[config.mk]
export PLATFORM = sky130hd
export DESIGN_NAME = pfclk_gtx_bringup_seq
export DESIGN_NICKNAME = d
export VERILOG_FILES = /design/src/rtl/pfclk_gtx_bringup_seq.sv
export SDC_FILE = /design/constraint.sdc
export NUM_CORES = 1
export LEC_CHECK = 0
export BUFFER_PORTS_ARGS = -buffer_cell sky130_fd_sc_hd__buf_2
export CORE_ASPECT_RATIO = 1.2
export CORE_UTILIZATION = 64
export CTS_CLUSTER_DIAMETER = 200
export DETAILED_ROUTE_END_ITERATION = 10
export PLACE_DENSITY = 0.93
export REMOVE_ABC_BUFFERS = 1
export SYNTH_ARGS = -nofsm -noshare
export SYNTH_HDL_FRONTEND = slang
export SYNTH_SLANG_ARGS = --single-unit
[constraint.sdc]
create_clock -name clk_125 -period 4.4 [get_ports clk_125]
set_input_delay 0.22 -clock clk_125 [delete_from_list [all_inputs] [get_ports clk_125]]
set_output_delay 0.22 -clock clk_125 [all_outputs]
set_load 0.05 [all_outputs]
[src/rtl/pfclk_gtx_bringup_seq.sv]
// pfclk_gtx_bringup_seq
//   Bring-up and recovery sequencer for the PF clock-forwarding GTX transmitter.
//   Sequence: CPLL reset pulse -> stable CPLL lock -> stable MMCM lock -> GTX TX soft-reset
//   pulse -> txuserrdy -> stable TX reset-done -> RUN. Loss of any lock/done while bringing up
//   or running causes a bounded re-sequence; exhausting MAX_RETRY parks the block in FAULT
//   until soft_reset.
//
// Ports
//   clk_125        in   free-running system clock, rising edge
//   soft_reset     in   synchronous active-high reset
//   cpll_lock      in   GTX CPLL lock (asynchronous)
//   mmcm_lock      in   link-clock MMCM lock (asynchronous)
//   tx_done        in   GTX TX FSM reset-done (asynchronous)
//   cpll_reset_out out  GTX CPLL reset
//   gtx_reset_out  out  GTX TX soft reset
//   txuserrdy_out  out  GTX txuserrdy / data_valid
//   link_up        out  high only in RUN
//   fault          out  high only in FAULT (sticky)
//   state_out      out  state encoding 0..7
//   retry_cnt      out  failed attempts since last RUN entry
//   lockloss_cnt   out  RUN->failure count (only with PFCLK_SEQ_LOSSCNT_EN)
//
// Configuration macro: PFCLK_SEQ_LOSSCNT_EN adds the lockloss_cnt output and counter.

module pfclk_gtx_bringup_seq #(
   parameter int unsigned RST_PULSE_CYC    = 16,
   parameter int unsigned STABLE_CYC       = 1024,
   parameter int unsigned LOCK_TIMEOUT_CYC = 125000,
   parameter int unsigned MAX_RETRY        = 4
) (
   input  logic        clk_125,
   input  logic        soft_reset,
   input  logic        cpll_lock,
   input  logic        mmcm_lock,
   input  logic        tx_done,
   output logic        cpll_reset_out,
   output logic        gtx_reset_out,
   output logic        txuserrdy_out,
   output logic        link_up,
   output logic        fault,
   output logic [2:0]  state_out,
   output logic [3:0]  retry_cnt
`ifdef PFCLK_SEQ_LOSSCNT_EN
   ,
   output logic [15:0] lockloss_cnt
`endif
);

   localparam int unsigned PW = $clog2(RST_PULSE_CYC) + 1;
   localparam int unsigned SW = $clog2(STABLE_CYC) + 1;
   localparam int unsigned TW = $clog2(LOCK_TIMEOUT_CYC) + 1;

   localparam logic [PW-1:0] PulseLast   = PW'(RST_PULSE_CYC - 1);
   localparam logic [SW-1:0] StableDone  = SW'(STABLE_CYC);
   localparam logic [TW-1:0] TimeoutDone = TW'(LOCK_TIMEOUT_CYC);
   localparam logic [3:0]    RetryLimit  = 4'(MAX_RETRY);

   localparam logic [2:0] StIdle     = 3'd0;
   localparam logic [2:0] StCpllRst  = 3'd1;
   localparam logic [2:0] StCpllWait = 3'd2;
   localparam logic [2:0] StMmcmWait = 3'd3;
   localparam logic [2:0] StTxRst    = 3'd4;
   localparam logic [2:0] StTxWait   = 3'd5;
   localparam logic [2:0] StRun      = 3'd6;
   localparam logic [2:0] StFault    = 3'd7;

   // Two-flop synchronisers
   logic cpll_meta_q, cpll_s_q;
   logic mmcm_meta_q, mmcm_s_q;
   logic tx_meta_q, tx_s_q;

   logic [2:0]    state_q, state_d;
   logic [PW-1:0] pulse_q, pulse_d;
   logic [SW-1:0] stable_q, stable_d, stable_inc;
   logic [TW-1:0] tmo_q, tmo_d, tmo_inc;
   logic [3:0]    retry_q, retry_d;
   logic          watch_s, guard_ok, fail;

   logic cpll_rst_q, cpll_rst_d;
   logic gtx_rst_q, gtx_rst_d;
   logic rdy_q, rdy_d;
   logic link_q, link_d;
   logic fault_q, fault_d;

   // Which synchronised input each state waits on, and which must stay high meanwhile.
   always_comb begin
      watch_s  = 1'b0;
      guard_ok = 1'b1;
      case (state_q)
         StCpllWait: watch_s = cpll_s_q;
         StMmcmWait: begin
            watch_s  = mmcm_s_q;
            guard_ok = cpll_s_q;
         end
         StTxWait: begin
            watch_s  = tx_s_q;
            guard_ok = cpll_s_q & mmcm_s_q;
         end
         StRun:   guard_ok = cpll_s_q & mmcm_s_q & tx_s_q;
         default: ;
      endcase
   end

   always_comb begin
      stable_inc = watch_s ? stable_q + SW'(1) : '0;
      tmo_inc    = tmo_q + TW'(1);
      state_d    = state_q;
      fail       = 1'b0;
      case (state_q)
         StIdle:    state_d = StCpllRst;
         StCpllRst: if (pulse_q == PulseLast) state_d = StCpllWait;
         StTxRst:   if (pulse_q == PulseLast) state_d = StTxWait;
         StCpllWait, StMmcmWait, StTxWait: begin
            // Lock loss beats a completing stable count; a completing count beats timeout.
            if (!guard_ok) begin
               fail = 1'b1;
            end else if (stable_inc == StableDone) begin
               case (state_q)
                  StCpllWait: state_d = StMmcmWait;
                  StMmcmWait: state_d = StTxRst;
                  default:    state_d = StRun;
               endcase
            end else if (tmo_inc == TimeoutDone) begin
               fail = 1'b1;
            end
         end
         StRun:   if (!guard_ok) fail = 1'b1;
         default: ;
      endcase

      retry_d = retry_q;
      if (fail) begin
         retry_d = (retry_q == 4'hF) ? 4'hF : retry_q + 4'd1;
         state_d = (retry_d >= RetryLimit) ? StFault : StCpllRst;
      end else if (state_d == StRun && state_q != StRun) begin
         retry_d = '0;
      end

      // Every counter restarts on a state change, so each phase times itself from entry.
      pulse_d  = '0;
      stable_d = '0;
      tmo_d    = '0;
      if (state_d == state_q) begin
         if (state_q == StCpllRst || state_q == StTxRst) pulse_d = pulse_q + PW'(1);
         if (state_q == StCpllWait || state_q == StMmcmWait || state_q == StTxWait) begin
            stable_d = stable_inc;
            tmo_d    = tmo_inc;
         end
      end
   end

   // Outputs are registered from the next state so they line up with state_out.
   always_comb begin
      cpll_rst_d = state_d inside {StIdle, StCpllRst, StFault};
      gtx_rst_d  = state_d inside {StIdle, StCpllRst, StCpllWait, StMmcmWait, StTxRst, StFault};
      rdy_d      = state_d inside {StTxWait, StRun};
      link_d     = (state_d == StRun);
      fault_d    = (state_d == StFault);
   end

   always_ff @(posedge clk_125) begin
      if (soft_reset) begin
         cpll_meta_q <= 1'b0;
         cpll_s_q    <= 1'b0;
         mmcm_meta_q <= 1'b0;
         mmcm_s_q    <= 1'b0;
         tx_meta_q   <= 1'b0;
         tx_s_q      <= 1'b0;
         state_q     <= StIdle;
         pulse_q     <= '0;
         stable_q    <= '0;
         tmo_q       <= '0;
         retry_q     <= '0;
         cpll_rst_q  <= 1'b1;
         gtx_rst_q   <= 1'b1;
         rdy_q       <= 1'b0;
         link_q      <= 1'b0;
         fault_q     <= 1'b0;
      end else begin
         cpll_meta_q <= cpll_lock;
         cpll_s_q    <= cpll_meta_q;
         mmcm_meta_q <= mmcm_lock;
         mmcm_s_q    <= mmcm_meta_q;
         tx_meta_q   <= tx_done;
         tx_s_q      <= tx_meta_q;
         state_q     <= state_d;
         pulse_q     <= pulse_d;
         stable_q    <= stable_d;
         tmo_q       <= tmo_d;
         retry_q     <= retry_d;
         cpll_rst_q  <= cpll_rst_d;
         gtx_rst_q   <= gtx_rst_d;
         rdy_q       <= rdy_d;
         link_q      <= link_d;
         fault_q     <= fault_d;
      end
   end

`ifdef PFCLK_SEQ_LOSSCNT_EN
   logic [15:0] lockloss_q, lockloss_d;

   always_comb begin
      lockloss_d = lockloss_q;
      if (fail && state_q == StRun && lockloss_q != 16'hFFFF) lockloss_d = lockloss_q + 16'd1;
   end

   always_ff @(posedge clk_125) begin
      if (soft_reset) lockloss_q <= '0;
      else            lockloss_q <= lockloss_d;
   end

   assign lockloss_cnt = lockloss_q;
`endif

   assign cpll_reset_out = cpll_rst_q;
   assign gtx_reset_out  = gtx_rst_q;
   assign txuserrdy_out  = rdy_q;
   assign link_up        = link_q;
   assign fault          = fault_q;
   assign state_out      = state_q;
   assign retry_cnt      = retry_q;

endmodule

=== Yosys cells after proc, flatten, opt, wreduce, memory -nomap -nowiden ===
Cells that the tools add are included.

* Add/sub/neg operators: 4
* Magnitude comparators: 1
* Equality and inequality tests: 20
* Muxes and demuxes: 19
* Bitwise gates (word level): 5
* Reduce and logical (&&, ||, !) cells: 13

{| class="wikitable"
|+ Operators by type and width
! operator !! number
|-
| $eq A3 B3 Y1 const B || 8
|-
| $add A18 B1 Y18 const B || 1
|-
| $eq A18 B17 Y1 const B || 1
|-
| $mux W3 || 6
|-
| $eq A3 B2 Y1 const B || 4
|-
| $mux W4 || 3
|-
| $pmux W3 S4 || 1
|-
| $add A11 B1 Y11 const B || 1
|-
| $eq A11 B11 Y1 const B || 1
|-
| $mux W11 || 1
|-
| $reduce_or A3 Y1 || 3
|-
| $eq A3 B1 Y1 const B || 2
|-
| $logic_not A3 Y1 || 2
|-
| $pmux W1 S3 || 2
|-
| $pmux W3 S2 || 1
|-
| $reduce_bool A6 Y1 || 1
|-
| $add A5 B1 Y5 const B || 1
|-
| $eq A5 B4 Y1 const B || 1
|-
| $add A4 B1 Y4 const B || 1
|-
| $eq A4 B4 Y1 const B || 1
|-
| $ge A4 B3 Y1 const B || 1
|-
| $mux W1 || 4
|-
| $reduce_bool A2 Y1 || 2
|-
| $eq A3 B3 Y1 || 1
|-
| 7 further kinds || 12
|}

* Bits in registers: 52
* Output and inout port bits: 12
* Logic and storage cells: 78

=== Depth between registers and ports, before layout ===
Gate-level depths: netlist of the first run.

* Word-level depth: 11
* Mapped depth: 11
* Mapped depth without buffers: 9

=== Worst setup path before layout of the first run ===
Ideal clock, no wire load.

* Path kind: register to register
* Start: register state_q[1] (netlist: state_out[1])
* End: register stable_q[2]
* Setup time: 0.115 ns
* Arrival time: 2.701 ns
* Slack: 1.583 ns
* Stages on the path, launching flop included: 11
* Path buffers: 2
* Path through: dfxtp_1 -> buf_6 -> nor2b_1 -> a22oi_1 -> or4_4 -> nor3_1 -> a21boi_1 -> o2111ai_4 -> or2_1 -> buf_6 -> nor2_2

* Longest elaborated chain between the ends: 11
* Elaborated cells on any way between the ends: 29
* Classes of those cells: eq/ne: 8; mux: 14; bitwise: 2; reduce/logical: 5

{| class="wikitable"
|+ RTL lines
! element !! RTL line !! source
|-
| start, declared || 72 || <nowiki>logic [2:0] state_q, state_d;</nowiki>
|-
| start signal, assigned || 169 || <nowiki>state_q <= StIdle;</nowiki>
|-
| start signal, assigned || 186 || <nowiki>state_q <= state_d;</nowiki>
|-
| $eq A3 B3 Y1 / $eq A3 B2 Y1 (equally long branches) || n/a ||
|-
| $pmux W1 S3 || 89 || <nowiki>case (state_q)</nowiki>
|-
| $mux W11 || 105 || <nowiki>stable_inc = watch_s ? stable_q + SW'(1) : '0;</nowiki>
|-
| $eq A11 B11 Y1 || 117 || <nowiki>end else if (stable_inc == StableDone) begin</nowiki>
|-
| $mux W3 / $mux W1 (equally long branches) || 117 ||
|-
| $mux W3 / $mux W1 (equally long branches) || 115 || <nowiki>if (!guard_ok) begin</nowiki>
|-
| $pmux W3 S4 / $pmux W1 S2 (equally long branches) || 109 || <nowiki>case (state_q)</nowiki>
|-
| $mux W3 || 132 || <nowiki>if (fail) begin</nowiki>
|-
| $eq A3 B3 Y1 || 143 || <nowiki>if (state_d == state_q) begin</nowiki>
|-
| $not A1 Y1 (no line) || n/a ||
|-
| $reduce_or A3 Y1 (no line) || n/a ||
|-
| end signal, assigned || 188 || <nowiki>stable_q <= stable_d;</nowiki>
|-
| end, declared || 74 || <nowiki>logic [SW-1:0] stable_q, stable_d, stable_inc;</nowiki>
|}

Parallel ways exist; a longest one is shown, timed or not.
A chain may end at the register's enable or synchronous reset.

=== Worst setup path in the final report of the first run ===
* Start: register stable_q[0]
* End: register stable_q[5]

* Longest elaborated chain between the ends: 10
* Elaborated cells on any way between the ends: 13
* Classes of those cells: add/sub: 1; eq/ne: 2; mux: 8; bitwise: 1; reduce/logical: 1

{| class="wikitable"
|+ RTL lines
! element !! RTL line
|-
| $add A11 B1 Y11 * || 105
|-
| $mux W11 * || 105
|-
| $eq A11 B11 Y1 || 117
|-
| $mux W3 / $mux W1 (equally long branches) || 117
|-
| $mux W3 / $mux W1 (equally long branches) || 115
|-
| $pmux W3 S4 / $pmux W1 S2 (equally long branches) || 109
|-
| $mux W3 || 132
|-
| $eq A3 B3 Y1 || 143
|-
| $not A1 Y1 (no line) || n/a
|-
| $reduce_or A3 Y1 (no line) || n/a
|}

Every way passes the cells marked *; elsewhere a longest branch is shown, timed or not.

==> impl_metrics.json, run 1 <==
{
  "hpwlAfterDp_um": 3460,
  "endpoint": "stable_q[5]",
  "place.gp.congestion": 0.890,
  "synth-main-ff-cell": "dfxtp_1",
  "grt_max_degree": 20,
  "cts_max_level": 2,
  "drc": 0,
  "ios": 17,
  "yosysSeqAreaShare": 0.392,
  "rr_startpoint": "stable_q[0]",
  "drv_slew": 0,
  "vdd_drop_max_mv": 0.249,
  "status": "completed",
  "skew_ns": 0.0102,
  "hold_viol_final": 0,
  "antenna_found_initial": 0,
  "drive_gt1_frac": 0.141,
  "r2r_cells": 9,
  "std_cell_rows": 25,
  "grt_pass1_vias": 1850,
  "synthCells": 309,
  "r2r_slack_ns": 1.09,
  "post_cts_resized": 0,
  "slowest_stage": "or2_1",
  "avgSynthCellArea_um2": 8.60,
  "clock-sinks": 52,
  "holdCritPathClass": "input pin to flip-flop",
  "start_util": 0.669,
  "grt-ovfl-total": 0,
  "end_kind": "flip-flop",
  "final.min_clock_period_ns": 3.31,
  "grt_use_total": 0.228,
  "port-buffer-count": 16,
  "crit_chain": "ha_1 > nand2_1 > o21a_1 > or4_4 > nor3_1 > a21boi_1 > o2111ai_4 > or2_1 > nor2b_1",
  "critPathArrivalTime_ns": 3.50,
  "dr.first_iter.drc_count": 85,
  "maxCapViolations": 0,
  "syn2layout_area_growth_pct": 6.59,
  "drtPass1Iterations": 6,
  "post-route-period-util": 0.753,
  "vias": 2155,
  "diodes": 0,
  "postRouteAntennaNets": 0,
  "cp_slowest_stage_delay_ns": 0.52,
  "fin_nets": 330,
  "place_area_um2": 2740,
  "finalPower_w": 0.000781,
  "critPathMaxFanout": 19,
  "cp-start-kind": "flip-flop",
  "power_density_nw_per_um2": 276,
  "dieWidth_um": 60.8,
  "cts.path.max_buffers": 2,
  "filler_cell_count": 306,
  "insertion_delay_ns": 0.31,
  "synth_cell_types": 57,
  "cts_tree": "yes",
  "grt_pass1_wl_um": 7800,
  "fmax_ghz": 0.302,
  "finalInstanceArea_um2": 2830,
  "crit_start": "stable_q[0]",
  "die-area_um2": 4420,
  "numCtsBuffers": 5,
  "tns_ns": 0,
  "hold_buffers": 0,
  "cts_setup_buffers": 0,
  "wire_per_inst_um": 12.7,
  "yosys_warnings": 0,
  "wl_um": 4760,
  "min_from": "tx_done",
  "clockRootBuffer": "clkbuf_8",
  "fp.coreArea_um2": 3970,
  "rsz0062_at_grt": "false",
  "clk_pin_slew_worst_paths_ns": 0.09,
  "slew_headroom": 0.626,
  "synth_area_um2": 2660,
  "worst_pin_slew_ns": 0.556,
  "synth_edf_count": 0,
  "async_flop_share": 0,
  "r2r-end": "stable_q[5]",
  "p_leak_nw": 0.958,
  "required_ns": 4.58,
  "fp.dieH_um": 72.6,
  "critical_path_class": "flip-flop to flip-flop",
  "setup_violations": 0,
  "synth-seq-cells": 52,
  "vias_per_cell": 5.76
}
-- worst max-delay path: cells and delay by family, from the launching register on --
family	cells	cell delay [ns]
AO/OA/AOI/OAI	3	0.87
AND/OR/NAND/NOR	5	1.54
adder cells (fa/ha/maj)	1	0.35
flip-flops	1	0.44
-- power breakdown --
| part | internal, W | switching (W) | leakage [nW] |
|---|---|---|---|
| registers | 0.000474 | 0.00000431 | 0.421 |
| logic | 0.00000786 | 0.0000124 | 0.485 |
| clock network | 0.000129 | 0.000153 | 0.0516 |
| total | 0.000611 | 0.000170 | 0.958 |
-- final cells by class --
type                            count  area (µm²)  area share
Clock buffer                        6        82.6      0.0292
Clock inverter                      2        13.8     0.00486
Inverter                           13        48.8      0.0172
Multi-Input combinational cell    230        1490       0.527
Sequential cell                    52        1040       0.367
Tap cell                           54        67.6      0.0239
Timing Repair Buffer               17        87.6      0.0309
-- worst min path at each step --
stage	endpoint	slack (ns)	cells past startpoint
after floorplan	fault	0.29	1
after global placement	cpll_s_q	0.42	1
after detailed placement	tx_s_q	0.43	1
after CTS	tx_meta_q	0.12	2
after global routing	tx_meta_q	0.14	2
final	tx_meta_q	0.12	2
-- routing by layer --
metal  track usage  wire length (µm)
met1         0.295              2280
met2         0.374              2270
met3        0.0426               140
met4        0.0859                72
met5             0                 0
-- Yosys cell counts (all sizes together), types with 2 or more instances --
library cell	count	area share
buf	9	0.022
xnor2	17	0.056
nor3b	5	0.014
a21boi	2	0.0057
or4	2	0.0071
nor4	6	0.014
dfxtp	52	0.39
a32oi	2	0.0066
ha	6	0.028
nor3	11	0.027
clkbuf	5	0.0071
o21ai	5	0.0094
nor2	48	0.076
and4	2	0.0066
or2	3	0.0071
or3	2	0.0047
and3b	2	0.0066
and3	4	0.0094
a311oi	3	0.0099
nand4	6	0.014
inv	13	0.018
nor2b	9	0.021
a21oi	14	0.026
a31oi	3	0.0071
nand2	15	0.021
nand2b	6	0.014
o211ai	3	0.0085
mux2	2	0.0085
nand3	19	0.038
xor2	13	0.043
o21a	2	0.0056
-- flip-flops by register name, summed over array words and instances, names as in the netlist, 3 cells and up --
signal,flops
state_out,3
tmo_q,18
stable_q,11
pulse_q,5
retry_cnt,4
-- kinds of logic (layout without fill, tap and decap cells) --
logic type      count (synthesis)  in the layout  synth area share
simple gates                  144            144             0.293
flops                          52             52             0.392
compound gates                 47             47             0.129
xor+xnor                       30             30            0.0989
buf+inv                        27             38            0.0471
fa+ha+maj                       6              6            0.0282
mux                             3              3            0.0122
-- per-stage QoR --
stage / setup WS, ns / hold WS, ns / utilization / cells
5_1_grt: 0.870 / 0.137 / 0.713 / 374
3_5_place_dp: 1.10 / 0.433 / 0.689 / 366
6_report: 1.09 / 0.122 / 0.713 / 374
4_1_cts: 1.08 / 0.121 / 0.713 / 374
3_3_place_gp: 1.23 / 0.419 / 0.689 / 366
2_1_floorplan: 1.17 / 0.289 / - / 295
-- cell usage in the layout, fill, tap and decap left out, types with 2 or more instances in the layout --
cell type / netlist / routed
xnor2_1: 17 / 17
clkbuf_8: 0 / 6
nand2b_1: 6 / 6
nand3_1: 18 / 18
o21a_1: 2 / 2
nor4_1: 6 / 6
ha_1: 6 / 6
or3_1: 2 / 2
o211ai_1: 3 / 3
and4_1: 2 / 2
nand4_1: 6 / 6
nand2_1: 15 / 15
nor2b_1: 9 / 9
nor3_1: 9 / 9
a21oi_1: 14 / 14
mux2_2: 2 / 2
and3b_1: 2 / 2
buf_2: 7 / 16
a311oi_1: 3 / 3
xor2_1: 13 / 13
a32oi_1: 2 / 2
a31oi_1: 3 / 3
nor2_1: 39 / 39
and3_1: 4 / 4
o21ai_0: 5 / 5
inv_1: 13 / 13
dfxtp_1: 52 / 52
nor2_2: 9 / 9
or2_2: 2 / 2
nor3b_1: 5 / 5
No activity file was read; power rests on OpenSTA's default activity.
==> run 2: changes to the inputs <==
--- a/config.mk
+++ b/config.mk
@@ -5,12 +5,13 @@
 export SDC_FILE = /design/constraint.sdc
 export NUM_CORES = 1
 export LEC_CHECK = 0
+export ABC_AREA = 1
 export BUFFER_PORTS_ARGS = -buffer_cell sky130_fd_sc_hd__buf_2
 export CORE_ASPECT_RATIO = 1.2
-export CORE_UTILIZATION = 64
+export CORE_UTILIZATION = 60
 export CTS_CLUSTER_DIAMETER = 200
 export DETAILED_ROUTE_END_ITERATION = 10
-export PLACE_DENSITY = 0.93
+export PLACE_DENSITY = 0.89
 export REMOVE_ABC_BUFFERS = 1
 export SYNTH_ARGS = -nofsm -noshare
 export SYNTH_HDL_FRONTEND = slang
==> constraint.sdc (replaced) <==
create_clock -name clk_125 -period 3.35 [get_ports clk_125]
set_input_delay 0.1675 -clock clk_125 [delete_from_list [all_inputs] [get_ports clk_125]]
set_output_delay 0.1675 -clock clk_125 [all_outputs]
set_load 0.05 [all_outputs]
==> impl_metrics.json, run 2 <==
{
  "status": "completed",
  "hpwlAfterDp_um": 4100,
  "wl_um": 5440,
  "r2r_slack_ns": 0.39,
  "async_flop_share": 0,
  "largestRegisters": "tmo_q (18), stable_q (11), pulse_q (5)",
  "drv_slew": 0,
  "fin_nets": 434,
  "clockRootBuffer": "clkbuf_8",
  "diodes": 0,
  "maxCapViolations": 0,
  "whs_endpoint": "cpll_meta_q",
  "vias": 2485,
  "place.gp.congestion": 0.916,
  "yosysMostFrequentCell": "nand2_1",
  "regArea_um2": 1040,
  "largest-register": "tmo_q",
  "multi_input_area_um2": 1470,
  "vdd_drop_max_mv": 0.305,
  "antenna_found_initial": 0,
  "hold_viol_final": 0,
  "clk_pin_slew_worst_paths_ns": 0.09,
  "grt_pass1_wl_um": 9320,
  "drive_gt1_frac": 0.153,
  "rsz0062_at_grt": "false",
  "final_cell_mix": "83 x nand2_1, 67 x nor2_1, 61 x inv_1",
  "syn2layout_area_growth_pct": 7.39,
  "synth_area_um2": 2840,
  "synth_top_area_cell": "dfxtp_1",
  "grt_use_total": 0.234,
  "yosysSeqAreaShare": 0.366,
  "wire_per_inst_um": 11.3,
  "postRouteAntennaNets": 0,
  "crit_chain": "inv_4 > nand4_1 > nand3_2 > nand3_1 > nand3_1 > nor2_2 > nand3_1 > nand2_1 > nand3_1 > nand2_1 > o21ai_2 > nand2_1 > nand2_1 > nor2_2 > nand3_4 > buf_12 > nor2_1",
  "synth-seq-cells": 52,
  "holdCritPathClass": "input pin to flip-flop",
  "critPathMaxFanout": 14,
  "synthTopCellsByArea": "dfxtp_1 37%, nand2_1 11%, nor2_1 8.8%",
  "filler_cell_count": 396,
  "cts.path.max_buffers": 2,
  "synthCells": 407,
  "cp_num_buf_inv": 2,
  "die-area_um2": 5020,
  "yosys_warnings": 0,
  "tns_ns": 0,
  "finalPower_w": 0.00106,
  "post-route-period-util": 0.883,
  "avgSynthCellArea_um2": 6.98,
  "synthTopCellsByCount": "83 x nand2_1, 67 x nor2_1, 61 x inv_1, 52 x dfxtp_1, 33 x nand3_1",
  "p_leak_nw": 1.25,
  "synth_top_area_frac": 0.366,
  "slowest_stage": "dfxtp_1",
  "rr_startpoint": "state_out[0]",
  "critical_path_class": "flip-flop to flip-flop",
  "drc": 0,
  "dr.first_iter.drc_count": 98,
  "required_ns": 3.59,
  "port-buffer-count": 16,
  "setup_violations": 0,
  "cts_max_level": 2,
  "synth_edf_count": 0,
  "fmax_ghz": 0.338,
  "cts_setup_buffers": 0,
  "final.min_clock_period_ns": 2.96,
  "dieWidth_um": 64.8,
  "insertion_delay_ns": 0.30,
  "r2r_cells": 17,
  "min_from": "cpll_lock",
  "std_cell_rows": 27,
  "largest_reg_flops": 18,
  "cts_tree": "yes",
  "synth-main-ff-cell": "dfxtp_1",
  "power_density_nw_per_um2": 348,
  "grt-ovfl-total": 0,
  "slew_headroom": 0.708,
  "synth_cell_types": 38,
  "end_kind": "flip-flop",
  "ios": 17,
  "critPathArrivalTime_ns": 3.20,
  "skew_ns": 0.00864,
  "r2r-end": "tmo_q[7]",
  "mostFrequentLayoutCell": "nand2_1",
  "cp-start-kind": "flip-flop",
  "fp.dieH_um": 77.4,
  "worst_pin_slew_ns": 0.434,
  "fin_util": 0.669,
  "cp_slowest_stage_delay_ns": 0.60,
  "grt_max_degree": 17,
  "worstHoldPathCells": 3,
  "drtPass1Iterations": 4,
  "vias_per_cell": 5.16,
  "grt_pass1_vias": 2272,
  "path_delay_family": "simple AND/OR/NAND/NOR gates",
  "start_util": 0.623,
  "numCtsBuffers": 5,
  "fp.coreArea_um2": 4560,
  "clock-sinks": 52
}
## run 2: cell count changes in the layout (fill, tap and decap cells not counted), moves of 5 or more
cell and change:
nand2_1 +68, inv_1 +48, nor2_1 +28, nand3_1 +15, xnor2_1 -15, nor2b_1 -9
a21oi_1 -8, nor2_4 +8, nand2b_1 -6, nand4_1 +6, nor4_1 -6, o21ai_0 +6
xor2_1 -6, nor3b_1 -5
## run 2: per-layer routing
metal | track usage | up-vias | part of all wire
li1 | - | 1294 | -
met1 | 0.278 | 1124 | 0.43
met2 | 0.407 | 51 | 0.51
met3 | 0.0441 | 16 | 0.036
met4 | 0.0889 | 0 | 0.024
met5 | 0 | - | 0
## run 2: metrics by stage
step	instance area, µm²	hold slack (ns)	cells	setup WS, ns
6_report	3050	0.0690	482	0.393
5_1_grt	3050	0.0663	482	0.100
3_5_place_dp	2940	0.377	474	0.336
4_1_cts	3050	0.0656	482	0.309
3_3_place_gp	2940	0.373	474	0.467
2_1_floorplan	2760	0.237	398	0.341
## run 2: logic make-up (layout without fill, tap and decap cells)
logic type               Yosys count  after routing  synth area share
AND/OR/NAND/NOR                  238            238             0.402
buffers and inverters             75             92             0.119
flip-flops                        52             52             0.366
AO/OA/AOI/OAI                     26             26            0.0533
XOR/XNOR                          10             10            0.0335
adder cells (fa/ha/maj)            6              6            0.0264
## run 2: cell type report
cell class,instances,area share
multi-input cells,280,0.482
flip-flops and latches,52,0.341
inverters,66,0.0828
repair buffers,18,0.0352
clock buffers,6,0.0238
well taps,58,0.0238
clock inverters,2,0.0115
## run 2: worst min-delay path, stage by stage
cell	delay, ns
buf_2	0.07
inv_1	0.03
nor2_1	0.06
## run 2: worst max path at each step
stage / start / end / depth (start not counted)
floorplan: state_out[2] / stable_q[0] / 16
detailed placement: tmo_q[0] / stable_q[5] / 17
CTS: tmo_q[0] / stable_q[5] / 17
global route: tmo_q[0] / tmo_q[7] / 18
finish: state_out[0] / tmo_q[7] / 17
global placement: state_out[0] / stable_q[6] / 17
## run 2: timing repair
action                     in CTS  in global routing
setup endpoints to repair       0                  8
hold buffers                    0                  0
resized for setup               0                  1
## run 2: power by group
group          switching [W]  internal (W)  leakage (nW)
combinational      0.0000129    0.00000617         0.773
sequential        0.00000427      0.000622         0.421
clock               0.000194      0.000222        0.0552
total               0.000211      0.000850          1.25
==> run 3: changes to the inputs <==
--- a/config.mk
+++ b/config.mk
@@ -8,10 +8,10 @@
 export ABC_AREA = 1
 export BUFFER_PORTS_ARGS = -buffer_cell sky130_fd_sc_hd__buf_2
 export CORE_ASPECT_RATIO = 1.2
-export CORE_UTILIZATION = 60
+export CORE_UTILIZATION = 40
 export CTS_CLUSTER_DIAMETER = 200
 export DETAILED_ROUTE_END_ITERATION = 10
-export PLACE_DENSITY = 0.89
+export PLACE_DENSITY = 0.66
 export REMOVE_ABC_BUFFERS = 1
 export SYNTH_ARGS = -nofsm -noshare
 export SYNTH_HDL_FRONTEND = slang
==> impl_metrics.json, run 3 (same netlist as run 2, synthesis figures left out) <==
{
  "slowest_stage": "dfxtp_1",
  "antenna_found_initial": 0,
  "wl_um": 5180,
  "dp.cells": 502,
  "largestRegisters": "tmo_q (18), stable_q (11), pulse_q (5)",
  "diodes": 0,
  "vdd_drop_max_mv": 0.220,
  "cp_slowest_stage_delay_ns": 0.60,
  "filler_cell_count": 707,
  "std_cell_rows": 33,
  "drc": 0,
  "clk_pin_slew_worst_paths_ns": 0.09,
  "vias_per_cell": 4.80,
  "slew_headroom": 0.709,
  "insertion_delay_ns": 0.31,
  "final_cells": 510,
  "cp_num_buf_inv": 2,
  "setup_violations": 0,
  "multi_input_area_um2": 1460,
  "cp-start-kind": "flip-flop",
  "worst_pin_slew_ns": 0.436,
  "p_leak_nw": 1.23,
  "cts_tree": "yes",
  "status": "completed",
  "path_delay_family": "simple AND/OR/NAND/NOR gates",
  "regArea_um2": 1040,
  "crit_chain": "inv_4 > nand4_1 > nand3_2 > nand3_1 > nand3_1 > nor2_2 > nand2_2 > nand4_2 > nand2_4 > o21ai_2 > nand2_1 > nand2_1 > nor2_2 > nand3_2 > buf_12 > nor2_1",
  "cts_setup_buffers": 0,
  "largest-register": "tmo_q",
  "drv_slew": 0,
  "wire_per_inst_um": 10.2,
  "largest_reg_flops": 18,
  "start_util": 0.415,
  "maxCapViolations": 0,
  "die-area_um2": 7450,
  "post-route-period-util": 0.823,
  "fmax_ghz": 0.363,
  "clock-sinks": 52,
  "port-buffer-count": 16,
  "critical_path_class": "flip-flop to flip-flop",
  "holdCritPathClass": "input pin to flip-flop",
  "numCtsBuffers": 5,
  "cts.path.max_buffers": 2,
  "drive_gt1_frac": 0.151,
  "rsz0062_at_grt": "false",
  "required_ns": 3.55,
  "cts_max_level": 2,
  "grt-ovfl-total": 0,
  "place.gp.congestion": 0.790,
  "power_density_nw_per_um2": 331,
  "final.min_clock_period_ns": 2.76,
  "final_cell_mix": "83 x nand2_1, 67 x nor2_1, 61 x inv_1",
  "dieWidth_um": 79.0,
  "hold_viol_final": 0,
  "grt_pass1_vias": 2128,
  "skew_ns": 0.0140,
  "drtPass1Iterations": 4,
  "hpwlAfterDp_um": 3980,
  "critPathMaxFanout": 29,
  "grt_use_total": 0.149,
  "end_kind": "flip-flop",
  "grt_pass1_wl_um": 8910,
  "tns_ns": 0,
  "grt_max_degree": 30,
  "ios": 17,
  "critPathArrivalTime_ns": 2.95,
  "mostFrequentLayoutCell": "nand2_1",
  "fin_nets": 433,
  "fp.coreArea_um2": 6850,
  "syn2layout_area_growth_pct": 7.66,
  "clockRootBuffer": "clkbuf_8",
  "hold_buffers": 0,
  "vias": 2447,
  "dr.first_iter.drc_count": 149,
  "post_cts_resized": 0,
  "postRouteAntennaNets": 0,
  "fp.dieH_um": 94.3
}
run 3: cell types whose count changed in the layout (fill, tap and decap cells not counted):
cell and change:
clkbuf_8 +1, clkinv_2 -1, clkinvlp_4 +1, bufinv_16 -1, nand3_2 +1, nand3_4 -1
buf_4 -1
run 3: per-stage QoR:
stage / worst slack, ns / instance area, µm² / hold WS [ns] / total power [W] / util
after floorplan: 0.341 / 2760 / 0.237 / 0.000651 / -
after global placement: 0.613 / 2970 / 0.366 / 0.000659 / 0.433
after detailed placement: 0.609 / 2970 / 0.375 / 0.000660 / 0.433
after CTS: 0.593 / 3060 / 0.0557 / 0.00103 / 0.447
after global routing: 0.279 / 3060 / 0.0677 / 0.00106 / 0.447
final: 0.593 / 3060 / 0.0660 / 0.00101 / 0.447
run 3: report_power, final:
part           internal [W]  switching [W]
clock              0.000168       0.000199
combinational    0.00000608      0.0000126
sequential         0.000622     0.00000388
total              0.000797       0.000216
run 3: metal layers:
metal,vias to the layer above,track usage,wire length (µm)
met5,-,0,0
met4,0,0.0485,63
met3,7,0.0290,199
met2,40,0.275,2600
met1,1099,0.173,2330
li1,1301,-,-
run 3: path summary, 6_finish.rpt:
kind,from,slack [ns],endpoint,cells after the start
worst max-delay path,state_out[2],0.59,stable_q[8],16
worst min-delay path,mmcm_lock,0.07,mmcm_meta_q,3
worst max register to register,state_out[2],0.59,stable_q[8],16
worst min register to register,mmcm_meta_q,0.41,mmcm_s_q,2
run 3: worst reg2reg max path: stages (launching register included):
cell and delay, ns:
dfxtp_1 0.60, inv_4 0.09, nand4_1 0.12, nand3_2 0.23, nand3_1 0.23, nand3_1 0.10
nor2_2 0.20, nand2_2 0.09, nand4_2 0.12, nand2_4 0.11, o21ai_2 0.24, nand2_1 0.07
nand2_1 0.08, nor2_2 0.04, nand3_2 0.07, buf_12 0.21, nor2_1 0.06
run 3: cell type report:
class / instances / area share
multi-input combinational: 280 / 0.478
sequential: 52 / 0.340
inverter: 66 / 0.0826
tap: 87 / 0.0356
timing repair buffer: 17 / 0.0327
clock buffer: 7 / 0.0282
clock inverter: 1 / 0.00245
